File: config.mk
export PLATFORM = sky130hd
export DESIGN_NAME = seq_detect_rr_sched
export DESIGN_NICKNAME = d
export VERILOG_FILES = /design/src/rtl/seq_detect_rr_sched.sv
export SDC_FILE = /design/constraint.sdc
export NUM_CORES = 1
export LEC_CHECK = 0
export CAP_MARGIN = 40
export CORE_ASPECT_RATIO = 1.1
export CORE_MARGIN = 3
export CORE_UTILIZATION = 50
export DETAILED_ROUTE_END_ITERATION = 8
export PLACE_DENSITY = 0.85
export RECOVER_POWER = 50
export SYNTH_ARGS = -nofsm -noshare
export SYNTH_HDL_FRONTEND = slang
export SYNTH_SLANG_ARGS = --single-unit
File: constraint.sdc
create_clock -name clk -period 4.4 [get_ports clk]
set_clock_uncertainty 0.05 [all_clocks]
set_input_delay 0.66 -clock clk [delete_from_list [all_inputs] [get_ports clk]]
set_output_delay 0.66 -clock clk [all_outputs]
set_load 0.005 [all_outputs]
File: src/rtl/seq_detect_rr_sched.sv
// Round-robin scheduler sharing one serial non-overlapping "1001" Mealy detector among NREQ requesters.
// Each grant latches a word, shifts it MSB-first through the detector and reports the match count.
module seq_detect_rr_sched #(
  parameter int unsigned NREQ  = 4,
  parameter int unsigned WIDTH = 8,
  parameter int unsigned CNTW  = 3
) (
  input  logic                    clk,
  input  logic                    rst,
  input  logic                    en,
  input  logic [NREQ-1:0]         req,
  input  logic [NREQ*WIDTH-1:0]   data,
  output logic [NREQ-1:0]         gnt,
  output logic                    busy,
  output logic                    ser_out,
  output logic                    ser_valid,
  output logic                    done,
  output logic [$clog2(NREQ)-1:0] done_id,
  output logic [CNTW-1:0]         match_cnt
);

  localparam int unsigned IDW = $clog2(NREQ);
  localparam int unsigned BCW = (WIDTH > 1) ? $clog2(WIDTH) : 1;

  typedef enum logic {IDLE, SHIFT} ctrl_t;
  typedef enum logic [1:0] {S0, S1, S2, S3} det_t;

  ctrl_t            state, state_d;
  det_t             det, det_d;
  logic [WIDTH-1:0] shreg;
  logic [BCW-1:0]   bitcnt;
  logic [CNTW-1:0]  cnt, cnt_d;
  logic [IDW-1:0]   ptr, ptr_nxt, id, win_id;
  logic             win_vld, take, finish, hit;

  logic [WIDTH-1:0] word [NREQ];

  for (genvar g = 0; g < NREQ; g++) begin : g_word
    assign word[g] = data[g*WIDTH +: WIDTH];
  end

  assign busy      = (state == SHIFT);
  assign ser_out   = shreg[WIDTH-1];
  assign ser_valid = busy & en;

  // First requester at or above ptr, wrapping around
  always_comb begin
    int unsigned idx;
    win_vld = 1'b0;
    win_id  = '0;
    idx     = 0;
    for (int unsigned k = 0; k < NREQ; k++) begin
      idx = 32'(ptr) + k;
      if (idx >= NREQ) idx = idx - NREQ;
      if (!win_vld && req[IDW'(idx)]) begin
        win_vld = 1'b1;
        win_id  = IDW'(idx);
      end
    end
  end

  assign ptr_nxt = (win_id == IDW'(NREQ - 1)) ? '0 : win_id + IDW'(1);

  // Control next-state
  always_comb begin
    state_d = state;
    take    = 1'b0;
    finish  = 1'b0;
    unique case (state)
      IDLE: begin
        if (win_vld) begin
          take    = 1'b1;
          state_d = SHIFT;
        end
      end
      SHIFT: begin
        if (en && bitcnt == BCW'(WIDTH - 1)) begin
          finish  = 1'b1;
          state_d = IDLE;
        end
      end
      default: state_d = IDLE;
    endcase
  end

  // Detector: a trailing 1 that completes a match restarts from S0
  always_comb begin
    det_d = det;
    hit   = 1'b0;
    unique case (det)
      S0: det_d = ser_out ? S1 : S0;
      S1: det_d = ser_out ? S1 : S2;
      S2: det_d = ser_out ? S1 : S3;
      S3: begin
        det_d = S0;
        hit   = ser_out;
      end
      default: det_d = S0;
    endcase
  end

  assign cnt_d = (hit && cnt != '1) ? cnt + CNTW'(1) : cnt;

  always_ff @(posedge clk or negedge rst) begin
    if (!rst) state <= IDLE;
    else      state <= state_d;
  end

  always_ff @(posedge clk or negedge rst) begin
    if (!rst) begin
      det       <= S0;
      shreg     <= '0;
      bitcnt    <= '0;
      cnt       <= '0;
      ptr       <= '0;
      id        <= '0;
      gnt       <= '0;
      done      <= 1'b0;
      done_id   <= '0;
      match_cnt <= '0;
    end else begin
      gnt  <= '0;
      done <= 1'b0;
      if (take) begin
        shreg  <= word[win_id];
        gnt    <= NREQ'(1) << win_id;
        id     <= win_id;
        bitcnt <= '0;
        det    <= S0;
        cnt    <= '0;
        ptr    <= ptr_nxt;
      end else if (busy && en) begin
        shreg  <= {shreg[WIDTH-2:0], 1'b0};
        bitcnt <= bitcnt + BCW'(1);
        det    <= det_d;
        cnt    <= cnt_d;
        if (finish) begin
          done      <= 1'b1;
          done_id   <= id;
          match_cnt <= cnt_d;
        end
      end
    end
  end

endmodule

# Yosys cells after proc, flatten, opt, wreduce, memory -nomap -nowiden
# Cells that the tools add are included.
# totals
regBits	31
in_bits	39
# op_classes
add_sub_neg	10
n_lt_le_gt_ge	9
eq_ne	6
shifts	1
muxes	48
bitwise	4
reduce_logical	12
# op_table
cell	n
$mux W8	4
$mux W2	13
$mux W1	18
$bmux W8 S2	1
$mux W3	5
$ge A3 B3 Y1 const B	4
$lt A2 B3 Y1 const B	4
$bmux W1 S2	4
$pmux W2 S4	1
$sub A2 B1 Y2 const B	4
$add A2 B2 Y3 const B	2
$add A3 B1 Y3 const B	2
$eq A2 B2 Y1 const B	3
$logic_and A1 B1 Y1	6
$mux W4	1
$shl A1 B2 Y4 const A	1
$add A2 B1 Y3 const B	1
$eq A3 B3 Y1 const B	1
$ge A2 B3 Y1 const B	1
$logic_not A1 Y1	3
$ne A3 B3 Y1 const B	1
$not A2 Y3	1
$reduce_and A3 Y1	1
$add A2 B1 Y2 const B	1
6 further kinds	7

# Depth between registers and ports, before layout
# Gate-level depths: netlist of the first run.
# logic_depth
depth_word	19
depth_mapped	6

# Least setup slack after synthesis of the first run
# Ideal clock, no wire load.
# synth_path
kind	input to register
startpoint	input port req[0]
endpoint	register shreg[1]
setup_ns	0.132
arrival_time_ns	1.753
required_ns	4.218
path_slack_ns	2.465
stages	6
path_buffers	1
path_cell_list	nor2b_4 or4_4 buf_6 and3_1 o21ai_1 o211ai_1
# synth_between
elab_chain_len	17
# synth_lines
item	line_no	text
start: declaration	11	input logic [NREQ-1:0] req,
$bmux W1 S2	55	if (!win_vld && req[IDW'(idx)]) begin
$mux W1 (implied by the code)	55	
$mux W1	55	
$logic_not A1 Y1	55	
$logic_and A1 B1 Y1	55	
$mux W1	55	
$logic_not A1 Y1	55	
$logic_and A1 B1 Y1	55	
$mux W1	55	
$logic_not A1 Y1	55	
$logic_and A1 B1 Y1	55	
$mux W2	55	
$not A2 Y3 (implied by the code)	125	shreg <= word[win_id];
$bmux W8 S2	125	
$mux W8 (implied by the code) (2 in a row)	125	
$mux W8	124	if (take) begin
end signal: assignment	125	
end signal: assignment	133	shreg <= {shreg[WIDTH-2:0], 1'b0};
end: declaration	30	logic [WIDTH-1:0] shreg;
# Several ways; a longest one is shown, not always the timed one. The select of a mux whose other input is x is not followed.
# A chain may end at the register's enable or synchronous reset.

# Final worst setup path of the first run
# layout_path
startpoint	input port en
endpoint	output port ser_valid
# layout_between
elab_chain_len	1
# layout_lines
item	line_no	text
start: declaration	10	input logic en,
$and A1 B1 Y1	44	assign ser_valid = busy & en;
end: declaration	16	output logic ser_valid,
# Every way passes these cells.

==> results of run 1 <==
==> how the worst max path moves through the flow <==
| stage | from | end | depth (start not counted) |
|---|---|---|---|
| after floorplan | req[0] | shreg[1]$_DFFE_PN0P_ | 6 |
| after global placement | en | ser_valid | 4 |
| after detailed placement | en | ser_valid | 4 |
| after CTS | en | ser_valid | 4 |
| after global routing | en | ser_valid | 4 |
| final | en | ser_valid | 4 |
==> critical path, cell delays in order <==
cell	delay, ns
clkdlybuf4s50_1	0.52
nand2_1	0.29
inv_2	0.26
clkdlybuf4s50_1	0.53
==> final cells by class <==
class | count | area, um^2
timing repair buffer | 52 | 514.2
clock buffer | 7 | 45.04
fill | 226 | 892.1
tap | 34 | 42.54
inverter | 5 | 18.77
sequential | 31 | 775.7
multi-input combinational | 124 | 859.6
clock inverter | 1 | 5.005
==> synth_stat cells, types with 3 or more instances <==
master,count
dfrtp_1,31
nand2_1,16
mux2i_1,14
and3_1,11
a21oi_1,9
o21ai_0,9
nor2_1,8
o21ai_1,7
o211ai_1,5
ha_1,4
inv_1,4
mux2_2,4
a21boi_0,3
nor3_1,3
nor4_1,3
o221ai_1,3
==> cells by family after synthesis <==
group	synth area share, %
simple gates	17.54
compound gates	17.84
flops	45.89
mux	10.95
buf+inv	3.256
fa+ha+maj	2.961
xor+xnor	1.555
==> per-layer routing <==
| layer | vias up | wire (um) | global-route usage (%) |
|---|---|---|---|
| met4 | 0 | 93 | 11.41 |
| met1 | 685 | 1503 | 25.30 |
| met3 | 8 | 232 | 7.171 |
| met5 | - | 0 | 0 |
| li1 | 717 | - | - |
| met2 | 53 | 1943 | 35.98 |
==> registers in the layout, summed over array words and instances (netlist names) <==
register,cells
gnt,4
ptr,2
bitcnt,3
det,2
id,2
busy,1
cnt,3
done_id,2
match_cnt,3
done,1
shreg,8
==> power breakdown <==
part           switching [mW]  total, mW  leakage, nW  internal [mW]
sequential             0.0658      0.431        0.409          0.365
clock                  0.0954      0.158       0.0293         0.0621
combinational           0.176      0.378        0.630          0.202
==> summary.md, run 1 <==
| Metric | Value |
|---|---|
| Routed vias/inst | `about 5.8` |
| Antenna fix cells | `0` |
| LEAKAGE | `about 1.1 nW` |
| #FFs+latches synth | `31` |
| Post-layout util | `between 70% and 80%` |
| R2R Setup Slk | `between 2 and 3 ns` |
| Avg Inst Size Synth | `~10 um^2` |
| Die W | `a little over 60 um` |
| Ys async rst share | `between 90% and 100%` |
| Pwr/cell area | `427.7 nW/um^2` |
| Starting density of the core | `between 50% and 60%` |
| CP Data Arrival Time | `approximately 2.3 ns` |
| CP required | `between 3 and 4 ns` |
| CTS H-tree lvls | `2` |
| Area of the core | `approximately 3200 um^2` |
| Clock buffer depth | `2` |
| DRC | `0` |
| CTS Buf Count | `5` |
| Hold Vio Cnt, Final | `0` |
| Hold buffer count at CTS | `0` |
| Placed Cells | `roughly 250` |
| Aggregate routed wire length | `approximately 3.8 mm` |
| Final period util | `around two thirds` |
| Post-synth top area share | `around 46%` |
| Max VDD drop | `0.0002659 V` |
| Wire per inst | `about 15 um` |
| Worst R2R Path Depth | `4` |
| Crit Path Category | `input port to output port` |
| Place WS | `1.438 ns` |
| Syn Inst Count | `approximately 170` |
| Final worst setup slack | `between 1 and 1.5 ns` |
| GPL Wtd Cong | `approximately 0.8` |
| Worst slew pin tran | `around 1.6 ns` |
| I/O pin count | `52` |
| Synth top area cells | `dfrtp_1 46%, mux2i_1 8.3%, and3_1 4.1%` |
| Post-Syn Area | `1690 um^2` |
| DP Area | `around 2200 um^2` |
| CTS tree | `built` |
| Synth warn | `0` |
| Net Count, Synth | `approximately 210` |
| Clk pin slew, worst setup/hold paths | `about 0.1 ns` |
| First-pass GRT wire length | `approximately 6.7 mm` |
| Commonest non-fill, non-tap cells in the layout | `44 x clkdlybuf4s50_1, 31 x dfrtp_1, 16 x nand2_1, 14 x mux2i_1, 11 x and3_1` |
| Hold path startpoint | `match_cnt[2]$_DFFE_PN0P_` |
| Final setup vio count | `0` |
| Sequential fraction of the synthesis area | `approximately 46%` |
| Die height | `between 60 and 70 um` |
| Fin Hold WS | `about 0.43 ns` |
| Final HPWL DP | `2.979 mm` |
| Worst hold stages | `2` |
| Crit-path max FO | `16` |
| Yosys top cell by area | `dfrtp_1` |
| Fin area | `between 2000 and 2500 um^2` |
| Final Critical Period | `2.976 ns` |
| CP Capture Type | `output port` |
| RSZ-0062 raised after global routing | `no` |
| Crit path launch type | `input port` |
| Total Power | `approximately 0.97 mW` |
| Worst r2r src | `busy$_DFF_PN0_` |
| Clk_lat worst skew | `about 0.34 ns` |
| 1st-iter DRT viols | `110` |
| Status | `finished with violations` |
| Hold EP | `match_cnt[2]$_DFFE_PN0P_` |
| Most common cell after layout, fill and taps aside | `clkdlybuf4s50_1` |
| Largest net degree at the start of global routing | `32` |
| Nets | `~260` |
| Share of cells above drive strength 1 | `8.182%` |
| Total of max-cap violations | `1` |
| Final Slew Violations | `32` |
| Setup bufs post-CTS | `0` |
| Vias | `around 1500` |
| Synth cell types | `roughly 40` |
| Ys flop type | `dfrtp_1` |
| Die Area | `between 4000 and 5000 um^2` |
| IO buf count | `approximately 50` |
| Slew margin rel. | `-3.897%` |
| Number of global-route vias before repair | `1532` |
| Global route overflow | `0` |
| Initial antenna violation count | `0` |
| HP Class | `flip-flop to flip-flop` |
| Non-filler cells, final | `between 200 and 300` |
| Failing checks | `max-capacitance violations, max-slew violations` |
| Gr usage total | `between 20% and 30%` |
| DR pass1 iterations | `4` |
| Antenna Nets Post-Route | `0` |
| Reg2reg end | `shreg[6]$_DFFE_PN0P_` |
| Row cnt | `21` |
| CTS resizes | `0` |
| Root buf cell | `clkbuf_4` |
| # clock sinks | `31` |
| Max Fclk | `336.0 MHz` |
| Post-synth EDFFs | `0` |
| Area growth, synth to finish | `33.75%` |
| Setup TNS | `0 ns` |
(Power assumes the default switching activity.)
==> run 2, diff against run 1 <==
--- a/config.mk
+++ b/config.mk
@@ -8,9 +8,9 @@
 export CAP_MARGIN = 40
 export CORE_ASPECT_RATIO = 1.1
 export CORE_MARGIN = 3
-export CORE_UTILIZATION = 50
+export CORE_UTILIZATION = 46
 export DETAILED_ROUTE_END_ITERATION = 8
-export PLACE_DENSITY = 0.85
+export PLACE_DENSITY = 0.79
 export RECOVER_POWER = 50
 export SYNTH_ARGS = -nofsm -noshare
 export SYNTH_HDL_FRONTEND = slang
==> constraint.sdc (replaced) <==
create_clock -name clk -period 3.1 [get_ports clk]
set_clock_uncertainty 0.05 [all_clocks]
set_input_delay 0.465 -clock clk [delete_from_list [all_inputs] [get_ports clk]]
set_output_delay 0.465 -clock clk [all_outputs]
set_load 0.005 [all_outputs]
==> run 2 against run 1 <==
Net effect:
- the flow still finishes with violations (max-capacitance violations, max-slew violations)
- count of clock-buffer cells in the layout stayed put
- final cell count is 6.3% higher
- critical path depth stayed put
- register-to-register slack worse by 1.2 ns
- hold slack better by 0.0079 ns
- first-iteration DRC count is 50% lower
- largest power group unchanged
- critical path type unchanged
- sequential cell count stayed put
- design area is 1.4% higher
- combinational power is 47% higher
- clock power is 41% higher
==> summary.md, run 2 (synthesized netlist as in run 1, its figures left out) <==
| Metric | Value |
|---|---|
| CTS resizes | `0` |
| Global route overflow | `0` |
| Crit Path Category | `input port to output port` |
| Gr usage total | `19.64%` |
| Slew margin rel. | `-8.059%` |
| Clk pin slew, worst setup/hold paths | `approximately 0.1 ns` |
| Vias | `between 1000 and 1500` |
| Largest register FFs | `8` |
| IO buf count | `between 50 and 60` |
| Crit path launch type | `input port` |
| Number of global-route vias before repair | `approximately 1500` |
| Sw frac | `about 35%` |
| # clock sinks | `31` |
| Antenna fix cells | `0` |
| Final HPWL DP | `3.136 mm` |
| Biggest regs | `shreg (8), gnt (4)` |
| Max Fclk | `404.4 MHz` |
| Area of the core | `around 3400 um^2` |
| Pwr/cell area | `605.8 nW/um^2` |
| CP required | `between 2 and 3 ns` |
| Clock buffer depth | `2` |
| DR pass1 iterations | `4` |
| DP Area | `2247 um^2` |
| Reg area | `approximately 780 um^2` |
| Crit-path max FO | `10` |
| Final setup vio count | `0` |
| Layout fillers | `291` |
| Nets | `approximately 260` |
| Setup bufs post-CTS | `0` |
| Aggregate routed wire length | `between 3 and 4 mm` |
| Status | `finished with violations` |
| Die height | `roughly 70 um` |
| Multi-input logic area | `859.6 um^2` |
| GPL Wtd Cong | `0.8911` |
| Most common cell after layout, fill and taps aside | `clkdlybuf4s50_1` |
| Antenna Nets Post-Route | `0` |
| Clk_lat worst skew | `between 0.3 and 0.4 ns` |
| Final Critical Period | `between 2 and 2.5 ns` |
| Fin area | `roughly 2300 um^2` |
| Die W | `between 60 and 70 um` |
| Row cnt | `22` |
| Hold Vio Cnt, Final | `0` |
| CP Capture Type | `output port` |
| Routed vias/inst | `5.419` |
| RSZ-0062 raised after global routing | `no` |
| Internal cell power | `approximately 0.90 mW` |
| Area growth, synth to finish | `35.68%` |
| CP Data Arrival Time | `about 2.0 ns` |
| DRC | `0` |
| Setup TNS | `0 ns` |
| Worst slew pin tran | `between 1.5 and 2 ns` |
| HP Class | `flip-flop to flip-flop` |
| CTS Buf Count | `5` |
| Max VDD drop | `0.0003920 V` |
| CTS tree | `built` |
| Failing checks | `max-capacitance violations, max-slew violations` |
| Sequential share of power | `44.2%` |
| Hold buffer count at CTS | `0` |
| Largest net degree at the start of global routing | `32` |
| Logic gate share of total power | `roughly two fifths` |
| First-pass GRT wire length | `6.851 mm` |
| CTS H-tree lvls | `2` |
| Clock power share | `around 16%` |
| Commonest non-fill, non-tap cells in the layout | `46 x clkdlybuf4s50_1, 31 x dfrtp_1, 16 x nand2_1, 14 x mux2i_1, 11 x and3_1` |
| Share of cells above drive strength 1 | `under 10%` |
| I/O pin count | `52` |
| 1st-iter DRT viols | `55` |
| Die Area | `4439 um^2` |
| Initial antenna violation count | `0` |
| Final Slew Violations | `32` |
| LEAKAGE | `1.069 nW` |
| Wire per inst | `between 10 and 15 um` |
| Root buf cell | `clkbuf_4` |
| P_sw | `0.4910 mW` |
| Reg with most FFs | `shreg` |
| Starting density of the core | `roughly half` |
| Total of max-cap violations | `1` |
| Final period util | `between 70% and 80%` |
==> run 2: cell types whose count changed in the layout (fill, tap and decap cells not counted) <==
cell	change
buf_4	+2
inv_1	+1
clkdlybuf4s50_1	+2
dlygate4sd3_1	-2
inv_2	-1
==> run 2: path summary, 6_finish.rpt <==
path	slack, ns	depth (start not counted)	endpoint	startpoint
setup / recovery	0.63	4	ser_valid	en
hold / removal	0.44	2	match_cnt[2]$_DFFE_PN0P_	match_cnt[2]$_DFFE_PN0P_
setup reg to reg	1.26	6	cnt[0]$_DFFE_PN0P_	cnt[0]$_DFFE_PN0P_
hold reg to reg	0.44	2	match_cnt[2]$_DFFE_PN0P_	match_cnt[2]$_DFFE_PN0P_
max in group asynchronous	1.03	2	done_id[0]$_DFFE_PN0P_	rst
min in group asynchronous	1.01	2	det[0]$_DFFE_PN0P_	rst
==> run 2: area by class of cell <==
cell class,count,area share [%]
clock inverter,1,0.2182
sequential,31,33.82
tap,48,2.619
multi-input combinational,124,37.48
inverter,5,0.8183
timing repair buffer,54,23.08
clock buffer,7,1.964
==> run 2: power by group through the flow <==
stage,Clock [mW],Sequential [mW],Combinational [mW]
after global routing,0.247,0.631,0.620
final,0.222,0.614,0.554
after global placement,0,0.612,0.530
after floorplan,0,0.596,0.384
after detailed placement,0,0.622,0.559
after CTS,0.224,0.613,0.561
==> run 2: worst max-delay path: stages <==
cell and delay [ns]:
dlygate4sd3_1 0.58, nand2_1 0.08, inv_1 0.25, clkdlybuf4s50_1 0.57
==> run 2: per-stage QoR <==
step | util (%) | hold WS, ns | std cells | power [mW] | setup WS (ns)
final | 66.65 | 0.4421 | 270 | 1.389 | 0.6269
after floorplan | - | 0.1194 | 165 | 0.9799 | 1.360
after global routing | 66.65 | 0.4655 | 270 | 1.498 | 0.5473
after CTS | 66.76 | 0.4457 | 270 | 1.399 | 0.8073
after detailed placement | 65.31 | 0.4240 | 262 | 1.181 | 0.6164
after global placement | 65.31 | 0.4130 | 262 | 1.142 | 0.7123
==> run 2: routing by layer <==
| layer | track usage [%] | share of wire [%] | routed length (um) |
|---|---|---|---|
| met2 | 34.90 | 54 | 2126 |
| met1 | 23.28 | 40 | 1590 |
| met5 | 0 | 0 | 0 |
| met3 | 4.862 | 5.3 | 211 |
| met4 | 5.036 | 1.0 | 40 |
==> run 3, diff against run 2 <==
--- a/config.mk
+++ b/config.mk
@@ -8,9 +8,9 @@
 export CAP_MARGIN = 40
 export CORE_ASPECT_RATIO = 1.1
 export CORE_MARGIN = 3
-export CORE_UTILIZATION = 46
+export CORE_UTILIZATION = 42
 export DETAILED_ROUTE_END_ITERATION = 8
-export PLACE_DENSITY = 0.79
+export PLACE_DENSITY = 0.76
 export RECOVER_POWER = 50
 export SYNTH_ARGS = -nofsm -noshare
 export SYNTH_HDL_FRONTEND = slang
==> constraint.sdc (replaced) <==
create_clock -name clk -period 2.1 [get_ports clk]
set_clock_uncertainty 0.05 [all_clocks]
set_input_delay 0.315 -clock clk [delete_from_list [all_inputs] [get_ports clk]]
set_output_delay 0.315 -clock clk [all_outputs]
set_load 0.005 [all_outputs]
==> run 3 against run 2 <==
Net effect:
- the flow now finishes without violations
- first-iteration DRC count up 25%
- design area rose by 5.4%
- combinational power is 50% higher
- sequential cell count unchanged
- largest cell class unchanged
==> summary.md, run 3 (synthesized netlist as in run 1, its figures left out) <==
| Metric | Value |
|---|---|
| Fin area | `about 2400 um^2` |
| Status | `finished clean` |
| Crit path launch type | `input port` |
| CTS Buf Count | `5` |
| Layout fillers | `approximately 330` |
| Slew margin rel. | `between 40% and 50%` |
| Nets | `approximately 280` |
| Internal cell power | `approximately 1.5 mW` |
| CTS tree | `built` |
| Sw frac | `around a third` |
| Share of cells above drive strength 1 | `around 14%` |
| CTS resizes | `0` |
| Worst slew pin tran | `approximately 0.75 ns` |
| Final setup vio count | `0` |
| I/O pin count | `52` |
| Area growth, synth to finish | `43.01%` |
| Reg with most FFs | `shreg` |
| Clock buffer depth | `2` |
| Hold buffer count at CTS | `0` |
| Vias | `~1500` |
| Worst R2R Path Depth | `6` |
| LEAKAGE | `1.147 nW` |
| RSZ-0062 raised after global routing | `no` |
| First-pass GRT wire length | `between 6 and 7 mm` |
| Setup bufs post-CTS | `0` |
| Clk_lat worst skew | `slightly below 0.3 ns` |
| Area of the core | `approximately 3800 um^2` |
| Non-filler cells, final | `about 280` |
| Pwr/cell area | `just over 900 nW/um^2` |
| Clk pin slew, worst setup/hold paths | `0.06 ns` |
| Number of global-route vias before repair | `between 1000 and 1500` |
| Final HPWL DP | `approximately 3 mm` |
| Max Fclk | `roughly 510 MHz` |
| Setup TNS | `0 ns` |
| Die W | `66.49 um` |
| CTS H-tree lvls | `2` |
| Die Area | `4823 um^2` |
| IO buf count | `a little over 50` |
| Row cnt | `23` |
| Antenna fix cells | `0` |
| Biggest regs | `shreg (8), gnt (4)` |
| Final Slew Violations | `0` |
| GPL Wtd Cong | `0.7816` |
| Max VDD drop | `0.0005286 V` |
| # clock sinks | `31` |
| Gr usage total | `17.59%` |
| DRC | `0` |
| Initial antenna violation count | `0` |
| Wire per inst | `approximately 14 um` |
| CP required | `1.74 ns` |
| HP Class | `flip-flop to flip-flop` |
| Antenna Nets Post-Route | `0` |
| Aggregate routed wire length | `around 3.8 mm` |
| Total of max-cap violations | `0` |
| Final period util | `between 90 and 100%` |
| Placed Cells | `about 280` |
| Clock power share | `a little over a fifth` |
| Sequential share of power | `between 40 and 50%` |
| Die height | `about 73 um` |
| Root buf cell | `clkbuf_8` |
| Worst hold stages | `2` |
| Crit-path max FO | `3` |
| Logic gate share of total power | `a little under two fifths` |
| Global route overflow | `0` |
| Final Critical Period | `between 1.5 and 2 ns` |
| Hold Vio Cnt, Final | `0` |
| Most common cell after layout, fill and taps aside | `clkdlybuf4s50_1` |
| CP Data Arrival Time | `1.59 ns` |
| Largest net degree at the start of global routing | `32` |
| 1st-iter DRT viols | `69` |
| Starting density of the core | `~45%` |
| DP Area | `2332 um^2` |
| DR pass1 iterations | `4` |
| Largest register FFs | `8` |
| P_sw | `~0.74 mW` |
| CP Capture Type | `output port` |
| Commonest non-fill, non-tap cells in the layout | `44 x clkdlybuf4s50_1, 31 x dfrtp_1, 16 x nand2_1, 14 x mux2i_1, 13 x buf_4` |
| Crit Path Category | `input port to output port` |
| Routed vias/inst | `5.160` |
-- run 3: final timing paths --
kind | slack (ns) | start | end
worst max-delay path | 0.15 | en | ser_valid
worst min register to register | 0.43 | match_cnt[2]$_DFFE_PN0P_ | match_cnt[2]$_DFFE_PN0P_
max in group asynchronous | 0.95 | rst | shreg[6]$_DFFE_PN0P_
min in group asynchronous | 0.57 | rst | det[1]$_DFFE_PN0P_
worst max register to register | 0.25 | cnt[0]$_DFFE_PN0P_ | cnt[0]$_DFFE_PN0P_
worst min-delay path | 0.43 | match_cnt[2]$_DFFE_PN0P_ | match_cnt[2]$_DFFE_PN0P_
-- run 3: routing by layer --
metal,wire [um],vias up,global-route usage (%)
met1,1685,663,20.49
met3,202,7,4.799
met4,93,0,7.675
met2,1862,43,29.99
met5,0,-,0
li1,-,742,-
-- run 3: final cells by class --
cell class	count	area, um^2	share of cell area [%]
tap	50	62.56	2.588
multi-input combinational	124	859.6	35.56
timing repair buffer	65	613.1	25.36
clock buffer	6	82.58	3.416
clock inverter	1	5.005	0.2070
inverter	5	18.77	0.7764
sequential	31	775.7	32.09
-- run 3: per-stage QoR --
stage	hold slack, ns	total power [mW]	util, %	worst slack [ns]
6_report	0.4270	2.209	64.12	0.1462
3_5_place_dp	0.4196	1.762	61.87	-0.1315
4_1_cts	0.3791	2.236	64.19	0.1652
3_3_place_gp	0.4121	1.727	61.87	-0.1245
5_1_grt	0.4635	2.371	64.12	0.04268
2_1_floorplan	-0.03059	1.446	-	0.4448
-- run 3: critical path: stages --
cell and delay, ns:
dlygate4sd3_1 0.61, nand2_1 0.10, inv_2 0.07, clkdlybuf4s50_1 0.49
-- run 3: power by group through the flow --
| stage | clock network (mW) | registers [mW] | logic [mW] |
|---|---|---|---|
| finish | 0.472 | 0.904 | 0.833 |
| floorplan | 0 | 0.880 | 0.567 |
| detailed placement | 0 | 0.915 | 0.847 |
| CTS | 0.482 | 0.906 | 0.848 |
| global route | 0.510 | 0.930 | 0.931 |
| global placement | 0 | 0.904 | 0.823 |
